===== config.mk =====
export PLATFORM = sky130hd
export DESIGN_NAME = exec_stage
export DESIGN_NICKNAME = d
export VERILOG_FILES = /design/src/rtl/exec_stage.sv
export SDC_FILE = /design/constraint.sdc
export NUM_CORES = 1
export LEC_CHECK = 0
export CAP_MARGIN = 30
export CORE_UTILIZATION = 45
export DETAILED_ROUTE_END_ITERATION = 8
export PLACE_DENSITY = 0.72
export SETUP_SLACK_MARGIN = 0.2
export SLEW_MARGIN = 10
export SYNTH_ARGS = -nofsm -noshare
export SYNTH_HDL_FRONTEND = slang
export SYNTH_SLANG_ARGS = --single-unit

===== constraint.sdc =====
create_clock -name clk -period 4.6 [get_ports clk]
set_input_delay 1.15 -clock clk [delete_from_list [all_inputs] [get_ports clk]]
set_output_delay 1.15 -clock clk [all_outputs]
set_load 0.02 [all_outputs]

===== src/rtl/exec_stage.sv =====
// Execute stage: ALU, NZCV flags, branch/jump resolution and E/M pipeline register.
// Defining EXEC_MUL_EN adds an iterative shift-add multiplier (op 8) that stalls the front end.
module exec_stage #(
   parameter int N = 32,
   parameter int M = 4
) (
   input  logic         clk,
   input  logic         rst,
   input  logic         pcload_E,
   input  logic         regw_E,
   input  logic         memw_E,
   input  logic         regmem_E,
   input  logic         branch_E,
   input  logic         ALUope_E,
   input  logic         flag_E,
   input  logic [M-1:0] ALUctrl_E,
   input  logic [M-1:0] regScr_E,
   input  logic [N-1:0] inm_E,
   input  logic [N-1:0] regA_E,
   input  logic [N-1:0] regB_E,
   output logic [N-1:0] res_M,
   output logic [N-1:0] wdata_M,
   output logic [M-1:0] regScr_M,
   output logic         regw_M,
   output logic         memw_M,
   output logic         regmem_M,
   output logic [3:0]   flags,
   output logic         pcsrc_E,
   output logic [N-1:0] target_E,
   output logic         flush_E,
   output logic         stall_E
);

   localparam logic [M-1:0] OP_ADD = M'(0);
   localparam logic [M-1:0] OP_SUB = M'(1);
   localparam logic [M-1:0] OP_AND = M'(2);
   localparam logic [M-1:0] OP_OR  = M'(3);
   localparam logic [M-1:0] OP_XOR = M'(4);
   localparam logic [M-1:0] OP_SLL = M'(5);
   localparam logic [M-1:0] OP_SRL = M'(6);
   localparam logic [M-1:0] OP_CMP = M'(7);
   localparam logic [M-1:0] OP_MOV = M'(9);

   logic [N-1:0] opb;
   logic [N-1:0] alu_res;
   logic [N:0]   sum_ext;
   logic [N:0]   dif_ext;
   logic         alu_c;
   logic         alu_v;
   logic         add_v;
   logic         sub_v;
   logic [4:0]   shamt;
   logic         cond_ok;
   logic         is_jump;
   logic         front_idle;

   logic [N-1:0] res_q, res_d;
   logic [N-1:0] wdata_q, wdata_d;
   logic [M-1:0] rd_q, rd_d;
   logic         regw_q, regw_d;
   logic         memw_q, memw_d;
   logic         regmem_q, regmem_d;
   logic [3:0]   flags_q, flags_d;

   assign opb     = ALUope_E ? inm_E : regB_E;
   assign sum_ext = {1'b0, regA_E} + {1'b0, opb};
   assign dif_ext = {1'b0, regA_E} - {1'b0, opb};
   assign add_v   = (regA_E[N-1] == opb[N-1]) && (sum_ext[N-1] != regA_E[N-1]);
   assign sub_v   = (regA_E[N-1] != opb[N-1]) && (dif_ext[N-1] != regA_E[N-1]);
   assign shamt   = opb[4:0];
   assign is_jump = pcload_E || branch_E;

   always_comb begin
      alu_res = '0;
      alu_c   = 1'b0;
      alu_v   = 1'b0;
      case (ALUctrl_E)
         OP_ADD: begin
            alu_res = sum_ext[N-1:0];
            alu_c   = sum_ext[N];
            alu_v   = add_v;
         end
         OP_SUB, OP_CMP: begin
            alu_res = dif_ext[N-1:0];
            alu_c   = ~dif_ext[N];
            alu_v   = sub_v;
         end
         OP_AND:  alu_res = regA_E & opb;
         OP_OR:   alu_res = regA_E | opb;
         OP_XOR:  alu_res = regA_E ^ opb;
         OP_SLL:  alu_res = regA_E << shamt;
         OP_SRL:  alu_res = regA_E >> shamt;
         OP_MOV:  alu_res = opb;
         default: alu_res = '0;
      endcase
   end

   // Conditions read the flags register as it stood before this edge.
   always_comb begin
      case (ALUctrl_E)
         M'(0):   cond_ok = 1'b1;
         M'(1):   cond_ok = flags_q[2];
         M'(2):   cond_ok = ~flags_q[2];
         M'(3):   cond_ok = flags_q[3] ^ flags_q[0];
         default: cond_ok = 1'b0;
      endcase
   end

   assign pcsrc_E  = front_idle && (pcload_E || (branch_E && cond_ok));
   assign flush_E  = pcsrc_E;
   assign target_E = pcload_E ? regA_E : regA_E + inm_E;

`ifdef EXEC_MUL_EN
   localparam logic [M-1:0] OP_MUL = M'(8);
   localparam int CW = $clog2(N);

   typedef enum logic [1:0] {IDLE, BUSY, DONE} mul_state_t;

   mul_state_t   state_q, state_d;
   logic [N-1:0] mcand_q, mcand_d;
   logic [N-1:0] mplier_q, mplier_d;
   logic [N-1:0] acc_q, acc_d;
   logic [CW-1:0] count_q, count_d;
   logic [N-1:0] mwdata_q, mwdata_d;
   logic [M-1:0] mrd_q, mrd_d;
   logic         mregw_q, mregw_d;
   logic         mmemw_q, mmemw_d;
   logic         mregmem_q, mregmem_d;
   logic         mflag_q, mflag_d;
   logic         is_mul;
   logic [N-1:0] mul_prod;

   assign is_mul     = (ALUctrl_E == OP_MUL) && !is_jump;
   assign front_idle = (state_q == IDLE);
   assign stall_E    = (front_idle && is_mul) || (state_q == BUSY);
   // BUSY covers multiplier bits 0..N-2; the top bit is folded in during DONE.
   assign mul_prod   = acc_q + (mplier_q[0] ? mcand_q : '0);
`else
   assign front_idle = 1'b1;
   assign stall_E    = 1'b0;
`endif

   always_comb begin
      res_d    = alu_res;
      wdata_d  = regB_E;
      rd_d     = regScr_E;
      regw_d   = regw_E && (ALUctrl_E != OP_CMP);
      memw_d   = memw_E;
      regmem_d = regmem_E;
      flags_d  = flag_E ? {alu_res[N-1], alu_res == '0, alu_c, alu_v} : flags_q;
      if (is_jump) begin
         res_d    = '0;
         regw_d   = 1'b0;
         memw_d   = 1'b0;
         regmem_d = 1'b0;
         flags_d  = flags_q;
      end
`ifdef EXEC_MUL_EN
      state_d   = state_q;
      mcand_d   = mcand_q;
      mplier_d  = mplier_q;
      acc_d     = acc_q;
      count_d   = count_q;
      mwdata_d  = mwdata_q;
      mrd_d     = mrd_q;
      mregw_d   = mregw_q;
      mmemw_d   = mmemw_q;
      mregmem_d = mregmem_q;
      mflag_d   = mflag_q;
      if ((state_q == BUSY) || (state_q == IDLE && is_mul)) begin
         res_d    = '0;
         wdata_d  = '0;
         rd_d     = '0;
         regw_d   = 1'b0;
         memw_d   = 1'b0;
         regmem_d = 1'b0;
         flags_d  = flags_q;
      end
      case (state_q)
         IDLE: begin
            if (is_mul) begin
               state_d   = BUSY;
               mcand_d   = regA_E;
               mplier_d  = opb;
               acc_d     = '0;
               count_d   = '0;
               mwdata_d  = regB_E;
               mrd_d     = regScr_E;
               mregw_d   = regw_E;
               mmemw_d   = memw_E;
               mregmem_d = regmem_E;
               mflag_d   = flag_E;
            end
         end
         BUSY: begin
            acc_d    = mplier_q[0] ? acc_q + mcand_q : acc_q;
            mcand_d  = mcand_q << 1;
            mplier_d = mplier_q >> 1;
            count_d  = count_q + CW'(1);
            if (count_q == CW'(N - 2)) state_d = DONE;
         end
         DONE: begin
            state_d  = IDLE;
            res_d    = mul_prod;
            wdata_d  = mwdata_q;
            rd_d     = mrd_q;
            regw_d   = mregw_q;
            memw_d   = mmemw_q;
            regmem_d = mregmem_q;
            flags_d  = mflag_q ? {mul_prod[N-1], mul_prod == '0, 2'b00} : flags_q;
         end
         default: state_d = IDLE;
      endcase
`endif
   end

   always_ff @(posedge clk or negedge rst) begin
      if (!rst) begin
         res_q     <= '0;
         wdata_q   <= '0;
         rd_q      <= '0;
         regw_q    <= 1'b0;
         memw_q    <= 1'b0;
         regmem_q  <= 1'b0;
         flags_q   <= 4'b0000;
`ifdef EXEC_MUL_EN
         state_q   <= IDLE;
         mcand_q   <= '0;
         mplier_q  <= '0;
         acc_q     <= '0;
         count_q   <= '0;
         mwdata_q  <= '0;
         mrd_q     <= '0;
         mregw_q   <= 1'b0;
         mmemw_q   <= 1'b0;
         mregmem_q <= 1'b0;
         mflag_q   <= 1'b0;
`endif
      end else begin
         res_q     <= res_d;
         wdata_q   <= wdata_d;
         rd_q      <= rd_d;
         regw_q    <= regw_d;
         memw_q    <= memw_d;
         regmem_q  <= regmem_d;
         flags_q   <= flags_d;
`ifdef EXEC_MUL_EN
         state_q   <= state_d;
         mcand_q   <= mcand_d;
         mplier_q  <= mplier_d;
         acc_q     <= acc_d;
         count_q   <= count_d;
         mwdata_q  <= mwdata_d;
         mrd_q     <= mrd_d;
         mregw_q   <= mregw_d;
         mmemw_q   <= mmemw_d;
         mregmem_q <= mregmem_d;
         mflag_q   <= mflag_d;
`endif
      end
   end

   assign res_M    = res_q;
   assign wdata_M  = wdata_q;
   assign regScr_M = rd_q;
   assign regw_M   = regw_q;
   assign memw_M   = memw_q;
   assign regmem_M = regmem_q;
   assign flags    = flags_q;

endmodule

==> results.sh <==
export IMPL_outcome="complete, but fails checks"
export IMPL_violations="negative setup slack"
export IMPL_pre_cts_ws_ps=-1330
export IMPL_rsz0062_at_grt="yes"
export IMPL_gp_congestion=1.07
export IMPL_cpPeakStageDelay_ps=330
export IMPL_syn_to_final_growth_pct=73.0
export IMPL_min_from="flags[3]$_DFFE_PN0P_"
export IMPL_start_kind="input pin"
export IMPL_grt_overflow_total=0
export IMPL_fp_row_count=62
export IMPL_fin_area_mm2=0.0232
export IMPL_crit_fanout=3
export IMPL_yosysMostFrequentCell="nand2_1"
export IMPL_end_kind="primary output"
export IMPL_clk_latency_ps=370
export IMPL_multi_input_area_mm2=0.0124
export IMPL_avgSynthCellArea_um2=7.99
export IMPL_io_buffers=221
export IMPL_cts_buffers=9
export IMPL_cp_startpoint="inm_E[3]"
export IMPL_slowest_stage="a311oi_4"
export IMPL_grt_pass1_wl_mm=110
export IMPL_cts_root_buf="clkbuf_16"
export IMPL_critical_path_class="in2out"
export IMPL_cp_arrival_ps=3840
export IMPL_cts_buffer_depth=2
export IMPL_vias=19100
export IMPL_relSlewSlack_pct=31.0
export IMPL_avgViaCountPerCell=6.62
export IMPL_h_tree_depth=3
export IMPL_post_dp_hpwl_mm=55.7
export IMPL_netlist_area_mm2=0.0134
export IMPL_synthCells=1679
export IMPL_timing_rr_start="flags[2]$_DFFE_PN0P_"
export IMPL_core_area_mm2=0.0290
export IMPL_synth_top_area_cell="dfrtp_1"
export IMPL_grt_usage_pct=47.5
export IMPL_cts_tree="built"
export IMPL_holdCritPathClass="reg2reg"
export IMPL_finalSetupTns_ps=-5250
export IMPL_synth_top_cell_area_share_pct=14.0
export IMPL_setup_viol=21
export IMPL_synth_commonest_cells="nand2_1, ha_1, nor2_1"
export IMPL_clock_sinks=75
export IMPL_fill_cells=1819
export IMPL_initial_core_util_pct=46.2
export IMPL_fmax_ghz=0.200
export IMPL_grt_pass1_vias=18700
export IMPL_layout_nets=2751
export IMPL_ys_ff_latch=75
export IMPL_drv_slew=0
export IMPL_whs_ps=562
export IMPL_wl_mm=77.0
export IMPL_synth_edf_count=0
export IMPL_worstPathCellList="buf_6 > ha_4 > and2_4 > a311oi_4 > a21oi_2 > o211ai_1 > buf_4 > a31oi_4 > o21ai_2 > a21oi_2 > or2_4 > a31oi_4 > buf_6 > o211ai_1 > buf_4"
export IMPL_ys_warnings_count=0
export IMPL_setup_slack_ps=-389
export IMPL_synthArstFlopShare_pct=100
export IMPL_reg2reg_depth=2
export IMPL_wire_per_inst_um=26.7
export IMPL_synthFlopType="dfrtp_1"
export IMPL_drtAntennaViolNets=0
export IMPL_clk_pin_slew_ps=70
export IMPL_grt_max_degree=76
export IMPL_tightest_slew_ps=1030
export IMPL_regArea_mm2=0.00188
export IMPL_synth_net_count=1931
export IMPL_hold_depth=2
export IMPL_fin_skew_ps=0
export IMPL_r2r_end="flags[2]$_DFFE_PN0P_"
export IMPL_die_width_um=175
export IMPL_cts_hold_buffers=0
export IMPL_drcViolationCount=0
export IMPL_drt_iter0_drc=2860
export IMPL_drtPass1Iterations=7
export IMPL_drv_cap=0
export IMPL_critPathBufInv=4
export IMPL_p_leak_uw=0.0105
export IMPL_layout_min_cycle_time_ps=4990
export IMPL_power_per_cell_area_mw_per_mm2=217
export IMPL_reg2reg_slack_ps=3830
export IMPL_yosysSeqAreaShare_pct=14.0
export IMPL_peakVddDrop_mv=0.166
export IMPL_antenna_found_initial=1
export IMPL_die_area_mm2=0.0305
export IMPL_post_route_period_util_pct=108
export IMPL_crit_family="compound AO/OA/AOI/OAI gates"
export IMPL_io_pins=223
export IMPL_dpl_instance_area_mm2=0.0208
export IMPL_required_ps=3450
export IMPL_diodes=0
export IMPL_power_uw=5040
export IMPL_yosys_top_cells_area="dfrtp_1, ha_1, mux4_2"
export IMPL_hold_violations=0
export IMPL_dieHeight_um=175
export IMPL_min_to="flags[3]$_DFFE_PN0P_"
export IMPL_netlist_cell_type_count=89
export IMPL_drive_gt1_share_pct=44.1
==> layout by cell type (no fill, tap or decap), types with 32 or more instances in the layout <==
cell type          n
clkdlybuf4s50_1  132
inv_1             92
dfrtp_1           75
mux2i_1           51
ha_1              87
ha_4              40
a21oi_1           78
buf_4            654
nand2_1          157
buf_6             44
dlygate4sd2_1     32
nor2_1           118
mux4_2            55
nand3_1           37
o21ai_0           47
==> sequential cells by signal (all words and copies together), names as in the netlist <==
| name | count |
|---|---|
| flags | 4 |
| memw_M | 1 |
| regScr_M | 4 |
| regmem_M | 1 |
| regw_M | 1 |
| res_M | 32 |
| wdata_M | 32 |
==> logic make-up after synthesis <==
family                   after synthesis  share of synthesized area [%]
AO/OA/AOI/OAI                        516                           26.8
XOR/XNOR                              50                           3.26
adder cells (fa/ha/maj)              139                           13.1
buffers and inverters                215                           6.63
flip-flops                            75                           14.0
multiplexers                         146                           16.5
other                                  1                         0.0280
AND/OR/NAND/NOR                      537                           19.7
==> worst max-delay path by stage <==
stage                                end  slack (ps)  cells past startpoint
CTS                         target_E[31]        -240                     15
finish                      target_E[29]        -390                     15
floorplan           flags[2]$_DFFE_PN0P_        -370                     20
detailed placement          target_E[31]       -1330                     15
global placement            target_E[31]       -1280                     15
global route                target_E[28]        -470                     16
==> stage by stage <==
step | utilization [%] | std cells
finish | 80.0 | 2888
global placement | 71.8 | 2803
global route | 80.0 | 2888
floorplan | - | 1679
CTS | 78.9 | 2878
detailed placement | 71.8 | 2803
==> worst reg2reg max path, stage by stage, from the launching register on <==
cell and delay [ps]:
dfrtp_1 500, nand2_1 110, o21ai_1 60
==> final cells by class <==
type | count | area share (%)
well taps | 384 | 2.07
repair buffers | 914 | 33.2
multi-input cells | 1389 | 53.6
inverters | 110 | 1.89
clock buffers | 9 | 0.970
clock inverters | 7 | 0.253
flip-flops and latches | 75 | 8.09
==> metal layers <==
| metal | GRT usage [%] | vias up | share of wire (%) |
|---|---|---|---|
| li1 | - | 7988 | - |
| met1 | 61.9 | 9012 | 37 |
| met2 | 73.5 | 1723 | 43 |
| met3 | 12.3 | 393 | 14 |
| met4 | 21.5 | 0 | 6.0 |
| met5 | 0 | - | 0 |
==> report_power, final <==
| group | switching, uW | internal (uW) | total (uW) |
|---|---|---|---|
| Sequential | 14.9 | 697 | 712 |
| Combinational | 1860 | 1700 | 3560 |
| Clock | 392 | 376 | 769 |
| Total | 2270 | 2770 | 5040 |
==> timing repair <==
| item | 4_1_cts | 5_1_grt |
|---|---|---|
| setup endpoints to repair | 48 | 37 |
| resized for setup | 516 | 90 |
| cloned | 1 | 0 |
| pin swaps | 141 | 46 |
| buffers inserted | 58 | 9 |
Note: power is estimated with default switching activity, not from simulation.
